==> src/rtl/fmcropping_if.sv <==
// Valid/ready stream bundle used for both the input and the output side of fmcropping.
interface fmcropping_if #(
  parameter int unsigned DATA_BITS = 8
);
  logic                 tvalid;
  logic                 tready;
  logic [DATA_BITS-1:0] tdata;

  modport master (output tvalid, output tdata, input tready);
  modport slave  (input tvalid, input tdata, output tready);
endinterface

==> src/rtl/fmcropping.sv <==
// Feature-map cropping: forwards only beats whose pixel lies inside the configured
// window; all other beats are consumed and discarded. Output uses a two-entry skid buffer.
module fmcropping #(
  parameter int unsigned XCOUNTER_BITS = 4,
  parameter int unsigned YCOUNTER_BITS = 4,
  parameter int unsigned NUM_CHANNELS  = 1,
  parameter int unsigned SIMD          = 1,
  parameter int unsigned ELEM_BITS     = 8,
  parameter int unsigned INIT_XON      = 1,
  parameter int unsigned INIT_XOFF     = 3,
  parameter int unsigned INIT_XEND     = 3,
  parameter int unsigned INIT_YON      = 1,
  parameter int unsigned INIT_YOFF     = 3,
  parameter int unsigned INIT_YEND     = 3
) (
  input  logic         ap_clk,
  input  logic         ap_rst_n,
  input  logic         we,
  input  logic [2:0]   wa,
  input  logic [31:0]  wd,
  fmcropping_if.slave  s_axis,
  fmcropping_if.master m_axis
);
  localparam int unsigned STREAM_BITS = 8 * ((SIMD * ELEM_BITS + 7) / 8);
  localparam int unsigned SIMD_SAFE   = (SIMD == 0) ? 1 : SIMD;
  localparam int unsigned SF          = (NUM_CHANNELS / SIMD_SAFE == 0) ? 1 : NUM_CHANNELS / SIMD_SAFE;
  localparam int unsigned SCNT_BITS   = (SF > 1) ? $clog2(SF) : 1;

  if (NUM_CHANNELS < 1 || SIMD < 1 || (NUM_CHANNELS % SIMD_SAFE) != 0) begin : g_bad_cfg
    $error("fmcropping: NUM_CHANNELS must be >= 1 and a multiple of SIMD");
  end

  logic [XCOUNTER_BITS-1:0] x_on, x_off, x_end, x_cnt;
  logic [YCOUNTER_BITS-1:0] y_on, y_off, y_end, y_cnt;
  logic [SCNT_BITS-1:0]     s_cnt;

  logic                   a_vld, b_vld;
  logic [STREAM_BITS-1:0] a_data, b_data;
  logic                   keep, in_hs, b_free;
  logic                   unused_wd;

  assign unused_wd = ^wd;

  // Configuration registers; reserved addresses leave every register untouched.
  always_ff @(posedge ap_clk or negedge ap_rst_n) begin
    if (!ap_rst_n) begin
      x_on  <= XCOUNTER_BITS'(INIT_XON);
      x_off <= XCOUNTER_BITS'(INIT_XOFF);
      x_end <= XCOUNTER_BITS'(INIT_XEND);
      y_on  <= YCOUNTER_BITS'(INIT_YON);
      y_off <= YCOUNTER_BITS'(INIT_YOFF);
      y_end <= YCOUNTER_BITS'(INIT_YEND);
    end else if (we) begin
      case (wa)
        3'd0:    x_on  <= wd[XCOUNTER_BITS-1:0];
        3'd1:    x_off <= wd[XCOUNTER_BITS-1:0];
        3'd2:    x_end <= wd[XCOUNTER_BITS-1:0];
        3'd4:    y_on  <= wd[YCOUNTER_BITS-1:0];
        3'd5:    y_off <= wd[YCOUNTER_BITS-1:0];
        3'd6:    y_end <= wd[YCOUNTER_BITS-1:0];
        default: ;
      endcase
    end
  end

  always_ff @(posedge ap_clk) begin
    if (ap_rst_n && we)
      assert (wa[1:0] != 2'b11)
      else $error("fmcropping: configuration write to reserved address %0d", wa);
  end

  assign s_axis.tready = ap_rst_n && !a_vld;
  assign in_hs         = s_axis.tvalid && s_axis.tready;
  assign b_free        = !b_vld || m_axis.tready;
  assign keep          = (x_on <= x_cnt) && (x_cnt < x_off) &&
                         (y_on <= y_cnt) && (y_cnt < y_off);

  // Nested beat/column/row counters, advanced only by accepted input beats.
  always_ff @(posedge ap_clk or negedge ap_rst_n) begin
    if (!ap_rst_n) begin
      s_cnt <= '0;
      x_cnt <= '0;
      y_cnt <= '0;
    end else if (in_hs) begin
      if (s_cnt == SCNT_BITS'(SF - 1)) begin
        s_cnt <= '0;
        if (x_cnt == x_end) begin
          x_cnt <= '0;
          if (y_cnt == y_end) y_cnt <= '0;
          else                y_cnt <= y_cnt + 1'b1;
        end else begin
          x_cnt <= x_cnt + 1'b1;
        end
      end else begin
        s_cnt <= s_cnt + 1'b1;
      end
    end
  end

  // B drains on handshake; A refills B before any new beat, since A full blocks input.
  always_ff @(posedge ap_clk or negedge ap_rst_n) begin
    if (!ap_rst_n) begin
      a_vld  <= 1'b0;
      b_vld  <= 1'b0;
      a_data <= '0;
      b_data <= '0;
    end else begin
      if (b_vld && m_axis.tready) b_vld <= 1'b0;
      if (a_vld && b_free) begin
        b_data <= a_data;
        b_vld  <= 1'b1;
        a_vld  <= 1'b0;
      end else if (in_hs && keep) begin
        if (b_free) begin
          b_data <= s_axis.tdata;
          b_vld  <= 1'b1;
        end else begin
          a_data <= s_axis.tdata;
          a_vld  <= 1'b1;
        end
      end
    end
  end

  assign m_axis.tvalid = b_vld;
  assign m_axis.tdata  = b_data;
endmodule

==> src/flat_wrapper.sv <==
// flat-port wrapper written by rule: the top's interface ports become plain ports
module fmcropping_flat 
#(
  parameter int unsigned XCOUNTER_BITS = 4,
  parameter int unsigned YCOUNTER_BITS = 4,
  parameter int unsigned NUM_CHANNELS  = 1,
  parameter int unsigned SIMD          = 1,
  parameter int unsigned ELEM_BITS     = 8,
  parameter int unsigned INIT_XON      = 1,
  parameter int unsigned INIT_XOFF     = 3,
  parameter int unsigned INIT_XEND     = 3,
  parameter int unsigned INIT_YON      = 1,
  parameter int unsigned INIT_YOFF     = 3,
  parameter int unsigned INIT_YEND     = 3
)
  (ap_clk, ap_rst_n, we, wa, wd, s_axis_tvalid, s_axis_tdata, s_axis_tready, m_axis_tvalid, m_axis_tdata, m_axis_tready);
  fmcropping_if s_axis_i ();
  fmcropping_if m_axis_i ();
  input  logic ap_clk;
  input  logic ap_rst_n;
  input  logic we;
  input  logic [2:0] wa;
  input  logic [31:0] wd;
  input wire logic [$bits(s_axis_i.tvalid)-1:0] s_axis_tvalid;
  input wire logic [$bits(s_axis_i.tdata)-1:0] s_axis_tdata;
  output wire logic [$bits(s_axis_i.tready)-1:0] s_axis_tready;
  output wire logic [$bits(m_axis_i.tvalid)-1:0] m_axis_tvalid;
  output wire logic [$bits(m_axis_i.tdata)-1:0] m_axis_tdata;
  input wire logic [$bits(m_axis_i.tready)-1:0] m_axis_tready;
  assign s_axis_i.tvalid = s_axis_tvalid;
  assign s_axis_i.tdata = s_axis_tdata;
  assign s_axis_tready = s_axis_i.tready;
  assign m_axis_tvalid = m_axis_i.tvalid;
  assign m_axis_tdata = m_axis_i.tdata;
  assign m_axis_i.tready = m_axis_tready;
  fmcropping #(.XCOUNTER_BITS(XCOUNTER_BITS), .YCOUNTER_BITS(YCOUNTER_BITS), .NUM_CHANNELS(NUM_CHANNELS), .SIMD(SIMD), .ELEM_BITS(ELEM_BITS), .INIT_XON(INIT_XON), .INIT_XOFF(INIT_XOFF), .INIT_XEND(INIT_XEND), .INIT_YON(INIT_YON), .INIT_YOFF(INIT_YOFF), .INIT_YEND(INIT_YEND)) u_core (.ap_clk(ap_clk), .ap_rst_n(ap_rst_n), .we(we), .wa(wa), .wd(wd), .s_axis(s_axis_i), .m_axis(m_axis_i));
endmodule
==> config.mk <==
export PLATFORM = sky130hd
export DESIGN_NAME = fmcropping_flat
export DESIGN_NICKNAME = d
export VERILOG_FILES = /design/src/rtl/fmcropping_if.sv /design/src/rtl/fmcropping.sv /design/src/flat_wrapper.sv
export SDC_FILE = /design/constraint.sdc
export NUM_CORES = 1
export LEC_CHECK = 0
export ABC_AREA = 1
export CAP_MARGIN = 40
export CORE_MARGIN = 3
export CORE_UTILIZATION = 35
export DETAILED_ROUTE_END_ITERATION = 7
export SLEW_MARGIN = 20
export SYNTH_ARGS = -nofsm -noshare
export SYNTH_HDL_FRONTEND = slang
export SYNTH_SLANG_ARGS = --single-unit
==> constraint.sdc <==
create_clock -name ap_clk -period 2.3 [get_ports ap_clk]
set_input_delay 0.69 -clock ap_clk [delete_from_list [all_inputs] [get_ports ap_clk]]
set_output_delay 0.69 -clock ap_clk [all_outputs]
set_load 0.02 [all_outputs]
==> flow_summary.yaml <==
status:
  outcome: "finished, final reports clean"
power_and_ir_drop:
  switching_share_pct: 37.5
  clockPowerShare_pct: 15.9
  peakVddDrop_mv: 0.465
  switchingPower_mw: 1.17
  sequentialPowerShare_pct: 44.4
  internal_power_mw: 1.95
  power.leakage_nw: 1.52
  power.density_nw_per_um2: 1000
  combPwrFrac_pct: 39.7
place:
  port_buffers: 29
  gp_congestion: 0.740
  dpl.cell_count: 437
  hpwl_um: 3880
setup_path:
  path_class: "primary input to output port"
  worstSetupStartpoint: "ap_rst_n"
  worst_setup_path_start_kind: "primary input"
  worstPathMaxFanout: 2
  cp_data_arrival_time_ps: 1540
  cp_data_required_time_ps: 1610
  endpoint_kind: "output port"
  crit-reg2reg-launch: "u_core.y_cnt[1]"
  rrSetupSlack_ps: 400
synth:
  synth-simple-area-share_pct: 21.6
  synth_cells: 309
  synth_area_leader_cell: "dfrtp_1"
  synth.avg_cell_area_um2: 8.35
  synthMuxAreaShare_pct: 0
  synthXorXnorAreaFrac_pct: 3.40
  synth_cell_type_count: 20
  syn-cell-area_um2: 2580
  synth_top_family_by_area: "simple AND/OR/NAND/NOR gates"
  synth_seq_cells: 50
  seq_area_frac_synth_pct: 49.0
  synth.net_count: 373
  synth_compound_area_share_pct: 10.4
  netlist_top_cells_area: "dfrtp_1 (39%), nand2_1 (12%), dfstp_2 (10%)"
  yosys_warnings: 0
  synth_top_cell_area_share_pct: 38.8
  yosys.area_share.adder_pct: 7.76
clocking:
  cts_root_buf: "clkbuf_8"
  clk_latency_ps: 300
  cts_tree: "yes"
  clockBufferDepth: 2
  cts_hold_buffers: 0
  numCtsBuffers: 5
  cts_resized: 0
  clock-sinks: 50
  cts_setup_buffers: 0
  clk_pin_slew_worst_paths_ps: 90
  cts-htree-levels: 2
detailed_routing:
  via_count: 1977
  vias_per_cell: 4.44
  drc: 0
  drt_pass1_iterations: 4
  ant_nets: 0
  wl_per_cell_um: 11.4
  dr.first_iter.drc_count: 61
  wirelength_um: 5060
timing:
  rsz0062_at_grt: "false"
  drv_slew: 0
  worst_slew_pin_slew_ps: 628
  finalSetupViolCount: 0
  fin_crit_ps: 2230
  hold_violations: 0
  hold_slack_ps: 478
  fmax_mhz: 449
  post-route-period-util_pct: 96.8
  slew_headroom_pct: 58.2
  tns_ps: 0
  fin_worst_skew_ps: 9.89
final_layout:
  nNetsFinal: 412
  antenna_cells: 0
  layout.cells.non_filler: 445
  area_growth_pct: 20.9
  final_util_pct: 44.6
  layout-drive-gt1-share_pct: 10.3
global_routing:
  grt_max_degree: 51
  grt_pass1_vias: 1875
  antenna_found_initial: 0
  grt_util_all_layers_pct: 12.8
  grt_pass1_wl_um: 8730
  grt-ovfl-total: 0
floorplanning:
  rows: 30
  core_region_area_um2: 6980
  ios: 58
  initial_core_util_pct: 36.9
  die_area_um2: 8430
  die_h_um: 91.8
  die_w_um: 91.8
job:
  max_cap_violations: 0
min_path:
  hold_path.startpoint: "u_core.m_axis.tdata[7]"
  hold_class: "flip-flop to flip-flop"
## critical path: stages
cell	delay, ps
buf_2	90
inv_1	40
nor2_2	100
clkdlybuf4s50_1	610
## stage by stage
| step | power, mW | cell area (µm²) | setup WS, ps |
|---|---|---|---|
| floorplan | 2.20 | 2580 | 378 |
| CTS | 3.17 | 3120 | 57.0 |
| global route | 3.44 | 3120 | 26.4 |
| global placement | 2.62 | 3040 | 60.7 |
| finish | 3.13 | 3120 | 74.3 |
| detailed placement | 2.67 | 3040 | 56.9 |
## cells in the mapped netlist (all sizes together)
cell	number
nand3	20
xor2	2
a21oi	5
o21ai	47
nor2	16
nand2	90
dfrtp	40
inv	49
nand4	3
buf	1
clkbuf	2
dfstp	10
ha	16
xnor2	8
## layout by cell type (no fill, tap or decap), types with 2 or more instances in the layout
master / netlist / final
clkdlybuf4s50_1: 0 / 28
o21ai_0: 45 / 45
dfrtp_1: 40 / 40
nand4_1: 3 / 3
buf_4: 0 / 4
xnor2_1: 8 / 8
a21oi_1: 5 / 5
nor2_2: 4 / 4
xor2_1: 2 / 2
buf_12: 0 / 2
o21ai_2: 2 / 2
nand3_1: 19 / 19
dfstp_2: 10 / 10
inv_1: 49 / 49
nand2_2: 4 / 4
ha_1: 16 / 16
nor2_1: 11 / 11
nand2_1: 85 / 85
clkbuf_8: 0 / 5
## routing by layer
metal  wire length, µm  track usage, %  up-vias
met5                 0               0        -
met4                51            3.71        0
met1              2530            17.8      896
met3               150            2.63        4
met2              2330            20.2       22
li1                  -               -     1055
## logic make-up after synthesis
kind of cell | after synthesis
flops | 50
xor+xnor | 10
compound gates | 52
simple gates | 129
fa+ha+maj | 16
buf+inv | 52
## power by group through the flow
stage	Sequential (mW)	Clock, mW	Combinational [mW]
floorplan	1.45	0	0.758
global placement	1.40	0	1.22
detailed placement	1.41	0	1.26
CTS	1.39	0.512	1.27
global route	1.43	0.555	1.45
finish	1.39	0.497	1.24
## layout make-up
cell class | instances | area, µm²
clock buffer | 6 | 72.6
sequential | 50 | 1260
tap | 96 | 120
multi-input combinational | 207 | 1110
timing repair buffer | 35 | 355
fill | 740 | 3860
clock inverter | 2 | 8.76
inverter | 49 | 184
## final timing paths
kind,endpoint,cells after the start
setup reg to reg,u_core.m_axis.tdata[5],12
hold reg to reg,u_core.m_axis.tdata[7],2
setup / recovery,s_axis_tready,4
max in group asynchronous,u_core.y_end[2],2
hold / removal,u_core.m_axis.tdata[7],2
min in group asynchronous,u_core.m_axis.tdata[7],2
Power figures use the tool's default switching activity.
